[config.mk]
export PLATFORM = sky130hd
export DESIGN_NAME = sig_dump_unit
export DESIGN_NICKNAME = d
export VERILOG_FILES = /design/src/rtl/sig_dump_unit.sv
export SDC_FILE = /design/constraint.sdc
export NUM_CORES = 1
export LEC_CHECK = 0
export CAP_MARGIN = 10
export CORE_ASPECT_RATIO = 0.8
export CORE_MARGIN = 2
export CORE_UTILIZATION = 46
export DETAILED_ROUTE_END_ITERATION = 6
export PLACE_DENSITY = 0.73
export SLEW_MARGIN = 20
export SYNTH_ARGS = -nofsm -noshare
export SYNTH_HDL_FRONTEND = slang
export SYNTH_SLANG_ARGS = --single-unit
[constraint.sdc]
create_clock -name clk_i -period 12.26 [get_ports clk_i]
set_input_delay 3.065 -clock clk_i [delete_from_list [all_inputs] [get_ports clk_i]]
set_output_delay 3.065 -clock clk_i [all_outputs]
set_load 0.02 [all_outputs]
[src/rtl/sig_dump_unit.sv]
// sig_dump_unit: dumps RAM words [SIG_BEGIN, SIG_END) over the host port onto the sig_* stream.
// Latency: 3 cycles per word minimum (REQ/RESP/OUT); register responses arrive one cycle after dev_req_i.
// Backpressure: sig_ready_i low holds the word and blocks the next read; SIG_DUMP_CHECKSUM_EN adds CHECKSUM at 0x10.
module sig_dump_unit #(
   parameter int AddrWidth = 32,
   parameter int MaxWords  = 4096,
   parameter int IdxWidth  = 16
) (
   input  logic                 clk_i,
   input  logic                 rst_i,
   input  logic                 dev_req_i,
   input  logic                 dev_we_i,
   input  logic [AddrWidth-1:0] dev_addr_i,
   input  logic [3:0]           dev_be_i,
   input  logic [31:0]          dev_wdata_i,
   output logic                 dev_rvalid_o,
   output logic [31:0]          dev_rdata_o,
   output logic                 dev_err_o,
   output logic                 host_req_o,
   input  logic                 host_gnt_i,
   output logic [AddrWidth-1:0] host_addr_o,
   output logic                 host_we_o,
   input  logic                 host_rvalid_i,
   input  logic [31:0]          host_rdata_i,
   input  logic                 host_err_i,
   output logic                 sig_valid_o,
   input  logic                 sig_ready_i,
   output logic [31:0]          sig_data_o,
   output logic [IdxWidth-1:0]  sig_index_o,
   output logic                 done_o,
   output logic                 err_o
);

   typedef enum logic [2:0] {
      S_IDLE, S_REQ, S_RESP, S_OUT, S_DONE, S_ERR
   } state_t;

   state_t               state_q, state_d;
   logic [AddrWidth-1:0] sig_begin_q, sig_end_q, addr_q;
   logic [IdxWidth-1:0]  count_q;
   logic [31:0]          data_q;
`ifdef SIG_DUMP_CHECKSUM_EN
   logic [31:0]          csum_q;
`endif

   logic                 dev_rvalid_q, dev_err_q;
   logic [31:0]          dev_rdata_q;

   logic                 busy, full_be, acc_err, wr_begin, wr_end, start;
   logic [2:0]           reg_sel;
   logic [31:0]          rd_val, status;
   logic [15:0]          count16;
   logic [AddrWidth-1:0] span;
   logic                 cfg_bad, cfg_empty, last_word;
   logic                 unused_addr;

   assign busy        = (state_q == S_REQ) || (state_q == S_RESP) || (state_q == S_OUT);
   assign full_be     = (dev_be_i == 4'hF);
   assign reg_sel     = dev_addr_i[4:2];
   assign count16     = 16'(count_q);
   assign status      = {count16, 13'b0, err_o, done_o, busy};
   assign unused_addr = ^{dev_addr_i[AddrWidth-1:5], dev_addr_i[1:0]};

   // Range validation looks at the registers as they stand when START lands.
   assign span      = sig_end_q - sig_begin_q;
   assign cfg_bad   = (|sig_begin_q[1:0]) || (|sig_end_q[1:0]) || (sig_end_q < sig_begin_q) ||
                      ((span >> 2) > AddrWidth'(MaxWords));
   assign cfg_empty = (sig_end_q == sig_begin_q);
   assign last_word = ((addr_q + AddrWidth'(4)) == sig_end_q);

   always_comb begin
      acc_err  = 1'b0;
      rd_val   = 32'h0;
      wr_begin = 1'b0;
      wr_end   = 1'b0;
      start    = 1'b0;
      if (dev_req_i) begin
         if (dev_we_i && !full_be) begin
            acc_err = 1'b1;
         end else begin
            case (reg_sel)
               3'd0: begin
                  rd_val = 32'(sig_begin_q);
                  if (dev_we_i) begin
                     if (busy) acc_err = 1'b1;
                     else      wr_begin = 1'b1;
                  end
               end
               3'd1: begin
                  rd_val = 32'(sig_end_q);
                  if (dev_we_i) begin
                     if (busy) acc_err = 1'b1;
                     else      wr_end = 1'b1;
                  end
               end
               3'd2: begin
                  if (dev_we_i) begin
                     if (busy) acc_err = 1'b1;
                     else      start = dev_wdata_i[0];
                  end
               end
               3'd3: rd_val = status;
`ifdef SIG_DUMP_CHECKSUM_EN
               3'd4: rd_val = csum_q;
`else
               3'd4: acc_err = 1'b1;
`endif
               default: acc_err = 1'b1;
            endcase
         end
      end
   end

   always_ff @(posedge clk_i or posedge rst_i) begin
      if (rst_i) begin
         dev_rvalid_q <= 1'b0;
         dev_err_q    <= 1'b0;
         dev_rdata_q  <= 32'h0;
      end else begin
         dev_rvalid_q <= dev_req_i;
         dev_err_q    <= dev_req_i && acc_err;
         dev_rdata_q  <= (dev_req_i && !dev_we_i && !acc_err) ? rd_val : 32'h0;
      end
   end

   always_ff @(posedge clk_i or posedge rst_i) begin
      if (rst_i) begin
         state_q     <= S_IDLE;
         sig_begin_q <= '0;
         sig_end_q   <= '0;
         addr_q      <= '0;
         count_q     <= '0;
         data_q      <= 32'h0;
`ifdef SIG_DUMP_CHECKSUM_EN
         csum_q      <= 32'h0;
`endif
      end else begin
         state_q <= state_d;
         if (wr_begin) sig_begin_q <= AddrWidth'(dev_wdata_i);
         if (wr_end)   sig_end_q   <= AddrWidth'(dev_wdata_i);
         if (start) begin
            addr_q  <= sig_begin_q;
            count_q <= '0;
`ifdef SIG_DUMP_CHECKSUM_EN
            csum_q  <= 32'h0;
`endif
         end else if (state_q == S_OUT && sig_ready_i) begin
            count_q <= count_q + IdxWidth'(1);
            addr_q  <= addr_q + AddrWidth'(4);
`ifdef SIG_DUMP_CHECKSUM_EN
            csum_q  <= csum_q + data_q;
`endif
         end
         if (state_q == S_RESP && host_rvalid_i && !host_err_i) data_q <= host_rdata_i;
      end
   end

   always_comb begin
      state_d     = state_q;
      host_req_o  = 1'b0;
      sig_valid_o = 1'b0;
      done_o      = 1'b0;
      err_o       = 1'b0;
      case (state_q)
         S_IDLE, S_DONE, S_ERR: begin
            done_o = (state_q == S_DONE);
            err_o  = (state_q == S_ERR);
            if (start) begin
               if (cfg_bad)        state_d = S_ERR;
               else if (cfg_empty) state_d = S_DONE;
               else                state_d = S_REQ;
            end
         end
         S_REQ: begin
            host_req_o = 1'b1;
            if (host_gnt_i) state_d = S_RESP;
         end
         S_RESP: begin
            if (host_rvalid_i) state_d = host_err_i ? S_ERR : S_OUT;
         end
         S_OUT: begin
            sig_valid_o = 1'b1;
            if (sig_ready_i) state_d = last_word ? S_DONE : S_REQ;
         end
         default: state_d = S_IDLE;
      endcase
   end

   assign host_addr_o  = addr_q;
   assign host_we_o    = 1'b0;
   assign sig_data_o   = data_q;
   assign sig_index_o  = count_q;
   assign dev_rvalid_o = dev_rvalid_q;
   assign dev_rdata_o  = dev_rdata_q;
   assign dev_err_o    = dev_err_q;

endmodule

* After elaboration in Yosys (flattened, before gate mapping)
Cells that the tools add are included.
Word-level totals: bits in registers 181, word-level logic and storage cells 92, bits of input ports 108, output and inout port bits 119
Operators by class: reduce and logical (&&, ||, !) cells 24, muxes and demuxes 39, add/sub/neg operators 3, eq/ne operators 15, order comparisons 2
Operators by type and width (number):
- 32-bit two-way mux | 5
- 32-bit one-hot mux with 3 select lines | 1
- 32-bit == test | 2
- 32-bit by 3-bit adder with 32-bit output, second input constant | 1
- 32-bit less-than comparator | 1
- 16-bit two-way mux | 2
- 32-bit subtractor | 1
- 30-bit by 13-bit > comparator with 1-bit output, second input constant | 1
- 3-bit two-way mux | 8
- 1-bit two-way mux | 21
- 16-bit by 1-bit adder with 16-bit output, second input constant | 1
- 3-bit by 2-bit == test with 1-bit output, second input constant | 4
- 3-bit one-hot mux with 4 select lines | 1
- 2-bit inequality test, second input constant | 4
- 1-bit logical AND | 7
- 3-bit by 1-bit == test with 1-bit output, second input constant | 2
- 3-bit == test, second input constant | 2
- 3-bit logical NOT | 2
- 3-bit OR reduction | 2
- 1-bit logical OR | 5
- 4-bit == test, second input constant | 1
- 1-bit logical NOT | 4
- 4-bit AND reduction | 1
- 2-bit OR reduction | 2
- 2 further kinds | 2

* Longest topological paths before layout
depth in word-level cells 11, depth in mapped cells 13, mapped depth without buffers 12

* Worst setup path before layout
No wires, ideal clock.
path kind input to register, start in dev_addr_i[4], end reg sig_end_q[19], required time 12.135 ns, arrival time 4.919 ns, buffers on the path 1, slack 7.216 ns, library setup time 0.125 ns, cell stages on the path 5, cells stage by stage nand3b_1 -> or3_1 -> nor3b_1 -> clkbuf_1 -> mux2_2
Between the ends: word-level cells in the longest chain between the ends 4
RTL lines:
- from (decl) | line 13 | input logic [AddrWidth-1:0] dev_addr_i,
- 3-bit by 1-bit == test with 1-bit output | line 81 | case (reg_sel)
- 1-bit two-way mux | line 81
- 1-bit two-way mux | line 78 | if (dev_we_i && !full_be) begin
- 1-bit two-way mux | line 77 | if (dev_req_i) begin
- to (signal assigned) | line 140 | if (wr_end) sig_end_q <= AddrWidth'(dev_wdata_i);
- to (decl) | line 39 | logic [AddrWidth-1:0] sig_begin_q, sig_end_q, addr_q;
No other way between the ends. A chain may end at the register's enable or synchronous reset.

* Final worst setup path
start in dev_addr_i[3], end reg addr_q[8] (netlist: host_addr_o[8])
Between the ends: word-level cells in the longest chain between the ends 5, elaborated cells between the ends (all ways) 6, those cells by class 1 x eq/ne; 4 x mux; 1 x reduce/logical
RTL lines:
- 3-bit by 2-bit == test with 1-bit output * | line 81
- 1-bit two-way mux * | line 81
- 1-bit two-way mux * | line 78
- 1-bit two-way mux * | line 77
- 32-bit two-way mux or 2-bit nonzero test (tied branches)
- to (signal assigned) | line 142 | addr_q <= sig_begin_q;
- to (signal assigned) | line 149 | addr_q <= addr_q + AddrWidth'(4);
- to (decl) | line 39
Every way passes the cells marked *; elsewhere a longest branch is shown, timed or not.

==> flow_summary_export.csv <==
group,metric,value,unit
status,outcome,"complete, no violations",
min_path,min_from,"sig_data_o[27]",
timing,setup_slack,6.70,ns
power_and_ir_drop,powerDensity,106,nW/µm²
critical_path,worstSetupPathType,"in -> reg",
die,core_area,23400,µm²
critical_path,r2r-start,"host_addr_o[2]",
min_path,whs_endpoint,"sig_data_o[27]",
detailed_routing,vias,10100,
synthesis,synthFlopType,"dfrtp_1",
timing,setup_tns,0,ns
synthesis,synth_nets,1336,
clocking,insertion_delay,0.43,ns
synthesis,synth-async-reset-ratio,100,%
clocking,clk_pin_slew,0.07,ns
timing,min_period,5.56,ns
die,die_h,142,µm
power_and_ir_drop,irDropWorstVdd,0.000102,V
place,gp_congestion,0.926,
die,start_util,46.8,%
detailed_routing,drt-total-wl,34600,µm
critical_path,required,12.58,ns
grt,grt_max_degree,69,
critical_path,cp-end-kind,"flop",
critical_path,slowest_stage,"buf_4",
critical_path,crit_top_cell,"buf_4",
critical_path,slowest_delay,0.53,ns
timing,fmax,0.180,GHz
power_and_ir_drop,p_leak,6.11,nW
timing,relSlewSlack,43.2,%
critical_path,cp_top_family,"buffers and inverters",
critical_path,cp.depth,10,
critical_path,startpoint,"dev_addr_i[3]",
detailed_routing,drtIter0Drc,1118,
grt,grt_antenna_before_repair,1,
critical_path,critical_path_buf_inv_count,4,
clocking,tritoncts,"built",
timing,tightestPinTransition,0.845,ns
timing,skew,0.00857,ns
critical_path,reg2regPathDepth,11,
synthesis,synth_cell_types,76,
grt,grt_first_pass_wirelength,53300,µm
synthesis,synth-edff-count,0,
synthesis,synth_cells,1194,
critical_path,cp.arrival,5.89,ns
clocking,post_cts_buffers,0,
clocking,cts_buffers,17,
die,die-area,25100,µm²
synthesis,synth-seq-cells,181,
synthesis,yosysWarningCount,0,
synthesis,synthesis.area,10900,µm²
grt,grt_overflow_total,0,
min_path,worstHoldPathCells,1,
grt,grt_util_all_layers,27.7,%
die,die_w,176,µm
clocking,clockBufferDepth,2,
clocking,cts_hold_buffers,0,
clocking,ctsResizeCount,0,
detailed_routing,wl_per_cell,20.6,µm
critical_path,start_kind,"input pin",
critical_path,worst-path-max-fanout,51,
grt,grt_pass1_vias,9416,
clocking,clockRootBuffer,"clkbuf_16",
timing,min_period_over_period,45.4,%
clocking,cts.htree.levels,4,
detailed_routing,viasPerCell,5.98,
synthesis,ys_seq_area_share,41.4,%
timing,rsz0062_at_grt,"no",
finish,final_net_count,1500,
die,rows,50,
critical_path,worstReg2RegEnd,"state_q[0]",
place,post-place-ws,6.29,ns
timing,timing.final.hold_violations,0,
finish,drive_above_1_share,11.0,%
synthesis,synth_area_per_cell,9.17,µm²
place,port_buffers,196,
run,drv_cap,0,
die,ios,227,
place,dp_hpwl,25900,µm
critical_path,cp_cell_sequence,"clkdlybuf4s50_1 > buf_4 > nor2b_1 > nand2_1 > nor4_2 > buf_4 > nor2_1 > buf_4 > a21o_1 > a221o_1",
critical_path,r2r_setup_slack,8.67,ns
min_path,hold_path_class,"reg -> reg",
detailed_routing,first_pass_iters,6,
timing,maxSlewViolCount,0,
timing,setup_viol,0,
finish,area_growth,25.5,%
clocking,cts_num_sinks,181,
detailed_routing,ant_nets,0,
detailed_routing,drc_errors,0,
finish,fill_cells,2057,
[cells in the final DEF, fill, tap and decap left out, drive strengths merged, types with 4 or more instances in the layout]
cell           count
a211o              4
a211oi             9
a21o              14
a21oi             77
a22oi             25
a31oi             10
a41oi              4
and2               8
and3              12
and4               6
buf               12
bufinv             4
clkbuf            19
clkdlybuf4s50    196
clkinv             7
dfrtp            181
ha                34
inv               57
mux2              84
mux2i             19
nand2            126
nand2b             5
nand3             20
nand4             28
nor2              99
nor2b              6
nor3              34
nor3b              5
nor4              18
o211ai             6
o21a               4
o21ai             97
o221ai             4
o311ai             7
o31ai              5
or2                6
or3               15
xnor2             32
xor2              29
[metrics by stage]
step / hold WS (ns) / power [W] / cells / util, % / area, µm²
2_1_floorplan: 0.478 / 0.000780 / 1194 / - / 10900
3_3_place_gp: 0.489 / 0.000867 / 1651 / 56.0 / 13100
3_5_place_dp: 0.495 / 0.000872 / 1651 / 56.0 / 13100
4_1_cts: 0.510 / 0.00146 / 1683 / 58.7 / 13700
5_1_grt: 0.515 / 0.00151 / 1684 / 58.7 / 13700
6_report: 0.506 / 0.00146 / 1684 / 58.7 / 13700
[registers in the layout, summed over array words and instances, names as in the netlist]
name,cells
sig_end_q,32
dev_rdata_o,32
state_q,3
host_addr_o,32
dev_rvalid_o,1
sig_data_o,32
dev_err_o,1
sig_index_o,16
sig_begin_q,32
[worst max-delay path by stage]
stage / end / slack [ns]
6_report: host_addr_o[8] / 6.70
5_1_grt: host_addr_o[8] / 6.53
4_1_cts: host_addr_o[8] / 6.72
3_5_place_dp: host_addr_o[8] / 6.29
3_3_place_gp: host_addr_o[8] / 6.31
2_1_floorplan: dev_err_o / 4.28
[cell type report]
class                      count  area (µm²)  share of cell area (%)
multi-input combinational    894        5920                    43.1
timing repair buffer         208        2050                    14.9
sequential                   181        4530                    33.0
clock buffer                  19         453                    3.30
inverter                      56         215                    1.57
clock inverter                13         179                    1.30
tap                          312         390                    2.84
antenna                        1        2.50                  0.0182
[power by group]
part           leakage [nW]  switching (W)  internal [W]
logic                  3.48       0.000115     0.0000941
registers              2.31      0.0000408      0.000617
clock network         0.313       0.000239      0.000352
[kinds of logic (layout without fill, tap and decap cells)]
family                   Yosys count  after routing  synth area share (%)
other                              1              2                0.0343
adder cells (fa/ha/maj)           34             34                  3.89
flip-flops                       181            181                  41.4
XOR/XNOR                          61             61                  4.88
buffers and inverters            119            296                  4.69
AO/OA/AOI/OAI                    297            297                  16.8
multiplexers                     103            103                  10.4
AND/OR/NAND/NOR                  398            398                  17.9
[cells in the mapped netlist (3+ instances only)]
cell | number | area share (%)
dfrtp_1 | 181 | 41
nand2_1 | 125 | 4.3
nor2_1 | 99 | 3.4
o21ai_0 | 97 | 4.4
mux2_2 | 84 | 8.6
a21oi_1 | 77 | 3.5
inv_1 | 56 | 1.9
clkbuf_1 | 43 | 1.5
ha_1 | 34 | 3.9
nor3_1 | 33 | 1.5
xnor2_1 | 32 | 2.6
xor2_1 | 29 | 2.3
nand4_1 | 26 | 1.5
a22oi_1 | 25 | 1.7
nand3_1 | 20 | 0.91
mux2i_1 | 19 | 1.7
nor4_1 | 18 | 1.0
a21o_1 | 14 | 0.96
or3_1 | 13 | 0.74
a31oi_1 | 10 | 0.57
and3_1 | 10 | 0.57
a211oi_1 | 9 | 0.62
and2_1 | 8 | 0.46
buf_1 | 8 | 0.27
o311ai_0 | 7 | 0.56
nor2b_1 | 6 | 0.34
o211ai_1 | 6 | 0.41
and4_1 | 5 | 0.40
buf_4 | 5 | 0.34
nand2b_1 | 5 | 0.29
nor3b_1 | 5 | 0.34
o31ai_1 | 5 | 0.34
or2_2 | 5 | 0.29
a211o_1 | 4 | 0.32
a41oi_1 | 4 | 0.32
o21a_1 | 4 | 0.27
o221ai_1 | 4 | 0.32
a2111oi_0 | 3 | 0.24
clkbuf_8 | 3 | 0.38
o2111ai_1 | 3 | 0.24
[metal layers]
metal	wire, µm	GRT usage, %	vias to the layer above
met1	15700	42.3	4896
li1	-	-	4630
met5	0	0	-
met3	3380	5.77	58
met2	14900	38.8	483
met4	730	8.96	0
(Power assumes the default switching activity.)
